## src/rtl/button_pulser.sv

```systemverilog
// Two-button conditioner: synchronize, debounce, edge-detect, chord-suppress.
// Define BUTTON_PULSER_AUTO_REPEAT_EN to add the hold/auto-repeat pulse train.
module button_pulser #(
  parameter int DEBOUNCE_CYCLES = 50000,
  parameter int REPEAT_DELAY    = 25000000,
  parameter int REPEAT_PERIOD   = 5000000
) (
  input  logic clk,
  input  logic reset,
  input  logic inc_raw,
  input  logic dec_raw,
  output logic inc_pulse,
  output logic dec_pulse,
  output logic inc_level,
  output logic dec_level
);

  localparam int DB_W = $clog2(DEBOUNCE_CYCLES + 1);

`ifdef BUTTON_PULSER_AUTO_REPEAT_EN
  localparam int TMR_MAX = (REPEAT_DELAY > REPEAT_PERIOD) ? REPEAT_DELAY : REPEAT_PERIOD;
  localparam int TMR_W   = $clog2(TMR_MAX);
`else
  logic unused_repeat_cfg;
  assign unused_repeat_cfg = ^{32'(REPEAT_DELAY), 32'(REPEAT_PERIOD)};
`endif

  // Channel 0 is increment, channel 1 is decrement.
  logic [1:0] raw_vec;
  logic [1:0] level_vec;
  logic [1:0] level_next_vec;
  logic [1:0] pulse_vec;

  assign raw_vec = {dec_raw, inc_raw};

  genvar gi;
  generate
    for (gi = 0; gi < 2; gi++) begin : g_ch
      logic            sync1_reg;
      logic            sync2_reg;
      logic            level_reg;
      logic            level_next;
      logic [DB_W-1:0] db_cnt_reg;
      logic            commit;
      logic            press_evt;
      logic            other_busy;
      logic            pulse_reg;

      always_ff @(posedge clk) begin
        if (reset) begin
          sync1_reg <= 1'b0;
          sync2_reg <= 1'b0;
        end else begin
          sync1_reg <= raw_vec[gi];
          sync2_reg <= sync1_reg;
        end
      end

      assign commit     = (sync2_reg != level_reg) &&
                          (db_cnt_reg == DB_W'(DEBOUNCE_CYCLES - 1));
      assign level_next = commit ? sync2_reg : level_reg;
      assign press_evt  = commit & sync2_reg;

      // Any sample that agrees with the committed level restarts the window.
      always_ff @(posedge clk) begin
        if (reset) begin
          level_reg  <= 1'b0;
          db_cnt_reg <= '0;
        end else if (commit) begin
          level_reg  <= sync2_reg;
          db_cnt_reg <= '0;
        end else if (sync2_reg != level_reg) begin
          db_cnt_reg <= db_cnt_reg + 1'b1;
        end else begin
          db_cnt_reg <= '0;
        end
      end

      // Use the other channel's post-edge level so simultaneous presses both drop.
      assign other_busy = level_next_vec[1 - gi];

`ifdef BUTTON_PULSER_AUTO_REPEAT_EN
      typedef enum logic [1:0] {IDLE, HOLD, REPEAT} state_t;

      state_t           state_reg;
      logic [TMR_W-1:0] tmr_reg;
      logic             release_evt;

      assign release_evt = commit & ~sync2_reg;

      always_ff @(posedge clk) begin
        if (reset) begin
          state_reg <= IDLE;
          tmr_reg   <= '0;
          pulse_reg <= 1'b0;
        end else begin
          pulse_reg <= 1'b0;
          case (state_reg)
            IDLE: begin
              tmr_reg <= '0;
              if (press_evt) begin
                state_reg <= HOLD;
                pulse_reg <= ~other_busy;
              end
            end
            HOLD: begin
              if (release_evt) begin
                state_reg <= IDLE;
                tmr_reg   <= '0;
              end else if (tmr_reg == TMR_W'(REPEAT_DELAY - 1)) begin
                state_reg <= REPEAT;
                tmr_reg   <= '0;
                pulse_reg <= ~other_busy;
              end else begin
                tmr_reg <= tmr_reg + 1'b1;
              end
            end
            REPEAT: begin
              if (release_evt) begin
                state_reg <= IDLE;
                tmr_reg   <= '0;
              end else if (tmr_reg == TMR_W'(REPEAT_PERIOD - 1)) begin
                tmr_reg   <= '0;
                pulse_reg <= ~other_busy;
              end else begin
                tmr_reg <= tmr_reg + 1'b1;
              end
            end
            default: begin
              state_reg <= IDLE;
              tmr_reg   <= '0;
            end
          endcase
        end
      end
`else
      always_ff @(posedge clk) begin
        if (reset) begin
          pulse_reg <= 1'b0;
        end else begin
          pulse_reg <= press_evt & ~other_busy;
        end
      end
`endif

      assign level_vec[gi]      = level_reg;
      assign level_next_vec[gi] = level_next;
      assign pulse_vec[gi]      = pulse_reg;
    end
  endgenerate

  assign inc_pulse = pulse_vec[0];
  assign dec_pulse = pulse_vec[1];
  assign inc_level = level_vec[0];
  assign dec_level = level_vec[1];

endmodule

```

## config.mk

```make
export PLATFORM = sky130hd
export DESIGN_NAME = button_pulser
export DESIGN_NICKNAME = d
export VERILOG_FILES = /design/src/rtl/button_pulser.sv
export SDC_FILE = /design/constraint.sdc
export NUM_CORES = 1
export LEC_CHECK = 0
export CORE_ASPECT_RATIO = 1.75
export CORE_MARGIN = 2
export CORE_UTILIZATION = 58
export CTS_CLUSTER_SIZE = 30
export DETAILED_ROUTE_END_ITERATION = 7
export GPL_ROUTABILITY_DRIVEN = 0
export PLACE_DENSITY = 0.77
export SLEW_MARGIN = 20
export SYNTH_ARGS = -nofsm -noshare
export SYNTH_HDL_FRONTEND = slang
export SYNTH_SLANG_ARGS = --single-unit
```

## constraint.sdc

```tcl
create_clock -name clk -period 1.8 [get_ports clk]
set_input_delay 0.36 -clock clk [delete_from_list [all_inputs] [get_ports clk]]
set_output_delay 0.36 -clock clk [all_outputs]
set_load 0.02 [all_outputs]
```

==> results of run 1 <==
[power groups by stage]
stage,registers [mW],logic [mW],clock network [mW]
floorplan,0.913,0.0175,0
global route,0.893,0.0319,0.608
global placement,0.913,0.0276,0
finish,0.893,0.0287,0.552
CTS,0.893,0.0290,0.572
detailed placement,0.914,0.0289,0
[worst paths after layout]
check	startpoint	to	slack [ps]	cells after the start
setup / recovery	g_ch[1].db_cnt_reg[14]	g_ch[1].db_cnt_reg[11]	70	5
hold / removal	g_ch[1].sync1_reg	g_ch[1].sync2_reg	450	1
setup reg to reg	g_ch[1].db_cnt_reg[14]	g_ch[1].db_cnt_reg[11]	70	5
hold reg to reg	g_ch[1].sync1_reg	g_ch[1].sync2_reg	450	1
[cell usage after synthesis (2+ instances only)]
library cell,n
xnor2_1,24
ha_1,2
and3_1,3
xor2_1,4
nor2_1,37
nand4_1,6
nor4_1,6
mux2i_1,2
inv_1,6
nor3_1,8
nor2b_1,4
nand3_1,10
nand2_1,8
clkbuf_1,2
dfxtp_1,40
a21oi_1,2
[stage by stage]
step | setup WS [ps] | util
finish | 70.85 | 0.6809
detailed placement | 89.06 | 0.6477
CTS | 75.18 | 0.6748
global route | 9.959 | 0.6809
global placement | 121.5 | 0.6477
floorplan | 137.0 | -
[routing by layer]
metal / GRT usage / wire [um] / vias to the layer above
met4: 0.09412 / 60 / 0
met5: 0 / 0 / -
met2: 0.3871 / 1771 / 6
li1: - / - / 669
met3: 0.05952 / 58 / 5
met1: 0.1948 / 1244 / 609
[worst max-delay path: stages (launching register included)]
cell and delay (ps):
dfxtp_2 360, or4bb_4 540, nor4_4 340, or2_1 190
buf_12 140, nor2_1 50
[cell type report]
cell class	count	area, sq um	area share
Clock inverter	1	5.005	0.002567
Tap cell	28	35.03	0.01797
Inverter	6	22.52	0.01155
Sequential cell	40	804.5	0.4127
Timing Repair Buffer	16	150.1	0.07702
Multi-Input combinational cell	136	859.6	0.4409
Clock buffer	6	72.57	0.03723
[timing repair]
action | 4_1_cts | 5_1_grt
setup endpoints to repair | 0 | 15
buffers inserted | 0 | 1
gates resized for setup | 0 | 5
endpoints found under the hold margin | 0 | 0
[kinds of logic (layout without fill, tap and decap cells)]
group	count (synthesis)	after routing	share of synthesized area
xor+xnor	28	28	0.1430
fa+ha+maj	2	2	0.01459
buf+inv	10	29	0.03574
simple gates	100	100	0.3151
flops	40	40	0.4668
mux	2	2	0.01167
compound gates	4	4	0.01313
==> summary.md, run 1 <==
| Metric | Value |
|---|---|
| Num CTS Buffers | `5` |
| Routed vias/inst | `5.532` |
| Initial Utilization | `0.5992` |
| Deepest clock path buffer count | `2` |
| Area leader, netlist | `dfxtp_1` |
| Worst Path Required | `1980 ps` |
| Row Count | `26` |
| Final net count | `211` |
| First-pass GRT wire length | `5354 um` |
| Leak Pwr | `0.6169 nW` |
| Max reg flops | `32` |
| Area contributors post-synth | `dfxtp_1, xnor2_1, nor2_1` |
| Worst Skew | `5.727 ps` |
| Root buf cell | `clkbuf_8` |
| Number of synthesized flops with an enable pin | `0` |
| Post-Synthesis Cell Area | `0.001715 sq mm` |
| Final instance area | `0.001949 sq mm` |
| Power Dens Cells | `756.1 mW/mm^2` |
| PortBufs | `7` |
| Final Cycle Share | `0.9606` |
| Worst skew pair latency | `290 ps` |
| Async set or reset register ratio after synthesis | `0` |
| Synthesized Nets | `192` |
| CTS sink cnt | `40` |
| WL/cell | `13.45 um` |
| Largest net degree at the start of global routing | `16` |
| Hold Path Class | `reg -> reg` |
| Status | `finished, final reports clean` |
| Synthesis-to-finish area growth | `13.64%` |
| Comb pwr share | `0.019` |
| Top-area cell type share of the netlist area | `0.4668` |
| WS Path Type | `reg -> reg` |
| GRT Total Usage | `0.2099` |
| H-Tree Depth | `2` |
| Critical path data arrival time | `1910 ps` |
| Die Span X | `45.11 um` |
| Psw | `304.7 uW` |
| Post-CTS Hold Buffers | `0` |
| Number of iterations in the first detailed-routing pass | `4` |
| RSZ-0062 raised after global routing | `false` |
| Max Fanout on Critical Path | `15` |
| Hold slack | `449.4 ps` |
| Dpl hpwl | `2286 um` |
| Post-synthesis sequential area ratio | `0.4668` |
| Final Max Tran Viols | `0` |
| TritonCTS clock tree | `built` |
| Vias | `1289` |
| Main synth FF type | `dfxtp_1` |
| Placed Area | `0.001854 sq mm` |
| Layout cells sized above 1 | `0.1220` |
| Worst slew margin | `0.7518` |
| Endpoints failing setup | `0` |
| Detailed-route wire length | `3135 um` |
| Synth Area per Inst | `9.223 sq um` |
| Most frequent cells in the layout | `nor2_1, dfxtp_1, xnor2_1` |
| Boundary Pins | `8` |
| Netlist cell types | `38` |
| Filler cell count | `240` |
| Fmax | `578.3 MHz` |
| Critical path capture point type | `flop` |
| Clk pwr share | `0.375` |
| Worst slew pin tran | `368.9 ps` |
| Seq pwr share | `0.606` |
| Post-route setup TNS | `0 ps` |
| Fin crit period | `1729 ps` |
| Max rail drop VDD | `0.6747 mV` |
| Global route overflow | `0` |
| Startpoint Class | `flop` |
| Gate count after technology mapping | `186` |
| Placed insts | `225` |
| Residual DRC | `0` |
| Total power | `1.474 mW` |
| Die height | `75.95 um` |
| Worst-path clk slew | `70 ps` |
| # diodes | `0` |
| P_int | `1.169 mW` |
| Initial antenna violation count | `0` |
| Fin. Hold Viols | `0` |
| Die footprint | `0.003426 sq mm` |
| Post-route insts no fill | `233` |
| Antenna Violating Nets Remaining | `0` |
| Yosys reg bits | `40` |
| Sw Ratio | `0.2067` |
| Core area | `0.002863 sq mm` |
| Vias in the first global route | `1321` |
| DRT iter0 DRCs | `33` |
| Maxcap violations | `0` |
| YS warnings | `0` |
(Power assumes the default switching activity.)
==> run 2, diff against run 1 <==
--- a/config.mk
+++ b/config.mk
@@ -8,6 +8,7 @@
 export CORE_ASPECT_RATIO = 1.75
 export CORE_MARGIN = 2
 export CORE_UTILIZATION = 58
+export CTS_CLUSTER_DIAMETER = 120
 export CTS_CLUSTER_SIZE = 30
 export DETAILED_ROUTE_END_ITERATION = 7
 export GPL_ROUTABILITY_DRIVEN = 0
==> results of run 2 <==
The final DEF is identical to that of run 1; final timing and power are the same.
==> run 3, diff against run 2 <==
--- a/config.mk
+++ b/config.mk
@@ -6,13 +6,13 @@
 export NUM_CORES = 1
 export LEC_CHECK = 0
 export CORE_ASPECT_RATIO = 1.75
-export CORE_MARGIN = 2
+export CORE_MARGIN = 5
 export CORE_UTILIZATION = 58
 export CTS_CLUSTER_DIAMETER = 120
 export CTS_CLUSTER_SIZE = 30
 export DETAILED_ROUTE_END_ITERATION = 7
 export GPL_ROUTABILITY_DRIVEN = 0
-export PLACE_DENSITY = 0.77
+export PLACE_DENSITY = 0.84
 export SLEW_MARGIN = 20
 export SYNTH_ARGS = -nofsm -noshare
 export SYNTH_HDL_FRONTEND = slang
==> run 3 against run 2 <==
Combinational power is 6% lower. Wire length is 9.0% higher. Final cell count is 0.86% lower. Clock power is 6.5% higher. Setup slack better by 33 ps. Clock-buffer cell count is 2 higher. Critical path depth stayed put. Clock skew is 0.86 ps lower. Largest cell class unchanged. Highest routed layer unchanged.
==> summary.md, run 3 (same netlist as run 1, synthesis figures left out) <==
| Metric | Value |
|---|---|
| Worst Skew | `4.869 ps` |
| Routed vias/inst | `5.779` |
| WL/cell | `14.79 um` |
| Most common cell after layout, fill and taps aside | `dfxtp_1` |
| Critical path's slowest cell | `dfxtp_1` |
| Power Dens Cells | `780.3 mW/mm^2` |
| Worst slew margin | `0.7650` |
| Post-CTS Hold Buffers | `0` |
| PortBufs | `7` |
| Row Count | `26` |
| Fin crit period | `1696 ps` |
| Critical path data arrival time | `1930 ps` |
| Root buf cell | `clkbuf_8` |
| Num CTS Buffers | `5` |
| Antenna Violating Nets Remaining | `0` |
| Initial Utilization | `0.5925` |
| Worst-path cell chain | `ha_1 > and3_1 > nand4_1 > mux2i_1 > and3_2` |
| Hold Path Class | `reg -> reg` |
| Number of iterations in the first detailed-routing pass | `4` |
| Area of the multi-input gates | `855.8 sq um` |
| Critical path capture point type | `flop` |
| Residual DRC | `0` |
| Initial antenna violation count | `0` |
| Final net count | `208` |
| Endpoints failing setup | `0` |
| Max reg flops | `32` |
| Die Span X | `51.11 um` |
| Max rail drop VDD | `0.8230 mV` |
| Final Cycle Share | `0.9422` |
| Synthesis-to-finish area growth | `12.69%` |
| First-pass GRT wire length | `5954 um` |
| Core area | `0.002895 sq mm` |
| Deepest clock path buffer count | `2` |
| Boundary Pins | `8` |
| Leak Pwr | `0.6044 nW` |
| Reg area | `802.0 sq um` |
| # diodes | `0` |
| Most frequent cells in the layout | `dfxtp_1, nor2_1, xnor2_1` |
| Max Fanout on Critical Path | `4` |
| Max incr delay on CP | `380 ps` |
| Worst slew pin tran | `349.2 ps` |
| Vias in the first global route | `1399` |
| Setup Fix Bufs, Post-CTS | `0` |
| CTS sink cnt | `40` |
| Layout cells sized above 1 | `0.09360` |
| CTS resizes | `0` |
| Global route overflow | `0` |
| Post-route setup slack | `104.0 ps` |
| Worst-path clk slew | `70 ps` |
| RSZ-0062 raised after global routing | `false` |
| Post-route setup TNS | `0 ps` |
| Fmax | `589.6 MHz` |
| Largest net degree at the start of global routing | `16` |
| Dpl hpwl | `2638 um` |
| GRT Total Usage | `0.1943` |
| Placed Area | `0.001839 sq mm` |
| Status | `finished, final reports clean` |
| TritonCTS clock tree | `built` |
| Final Max Tran Viols | `0` |
| Maxcap violations | `0` |
| Worst Path Required | `2030 ps` |
| Die height | `81.95 um` |
| H-Tree Depth | `2` |
| Detailed-route wire length | `3416 um` |
| Worst skew pair latency | `290 ps` |
| Final instance area | `0.001933 sq mm` |
| Die footprint | `0.004188 sq mm` |
| Fin. Hold Viols | `0` |
| DRT iter0 DRCs | `25` |
| Setup WS pre-CTS | `93.48 ps` |
| Startpoint Class | `flop` |
| Total power | `1.508 mW` |
| WS Path Type | `reg -> reg` |
| Filler cell count | `239` |
| Vias | `1335` |
-- run 3: changes by cell type in the layout (fill, tap and decap cells not counted) --
cell and change:
buf_4 -3, dfxtp_2 -2, clkinv_2 -1, clkbuf_8 +1, or4bb_4 -1, or4bb_1 +1
dfxtp_1 +2, clkbuf_1 +1
-- run 3: final cells by class --
cell class | instances | share of cell area
Clock buffer | 8 | 0.04660
Inverter | 6 | 0.01165
Multi-Input combinational cell | 136 | 0.4427
Sequential cell | 40 | 0.4149
Tap cell | 28 | 0.01812
Timing Repair Buffer | 13 | 0.06602
-- run 3: layer usage --
metal / vias to the layer above / global-route usage / share of wire
met5: - / 0 / 0
met4: 0 / 0.1402 / 0.032
met3: 10 / 0.04719 / 0.028
met2: 20 / 0.3786 / 0.59
met1: 644 / 0.1631 / 0.35
li1: 661 / - / -
-- run 3: final timing paths --
check	from	end	slack, ps	cells past startpoint
setup / recovery	g_ch[0].db_cnt_reg[0]	dec_pulse	100	5
hold / removal	g_ch[0].sync1_reg	g_ch[0].sync2_reg	450	1
setup reg to reg	g_ch[0].db_cnt_reg[0]	dec_pulse	100	5
hold reg to reg	g_ch[0].sync1_reg	g_ch[0].sync2_reg	450	1
-- run 3: worst max-delay path, delay by kind of cell, from the launching register on --
family / cells / cell delay (ps)
flops: 1 / 380
mux: 1 / 320
simple gates: 3 / 680
fa+ha+maj: 1 / 260
-- run 3: power breakdown --
group | internal (mW) | switching [mW] | total, mW
combinational | 0.0146 | 0.0124 | 0.0270
clock | 0.312 | 0.275 | 0.588
sequential | 0.890 | 0.00358 | 0.894
-- run 3: through the flow --
stage	hold WS (ps)	utilization	std cells
2_1_floorplan	413.8	-	186
3_3_place_gp	420.2	0.6353	223
3_5_place_dp	450.5	0.6353	223
4_1_cts	460.3	0.6664	231
5_1_grt	471.0	0.6677	231
6_report	454.4	0.6677	231
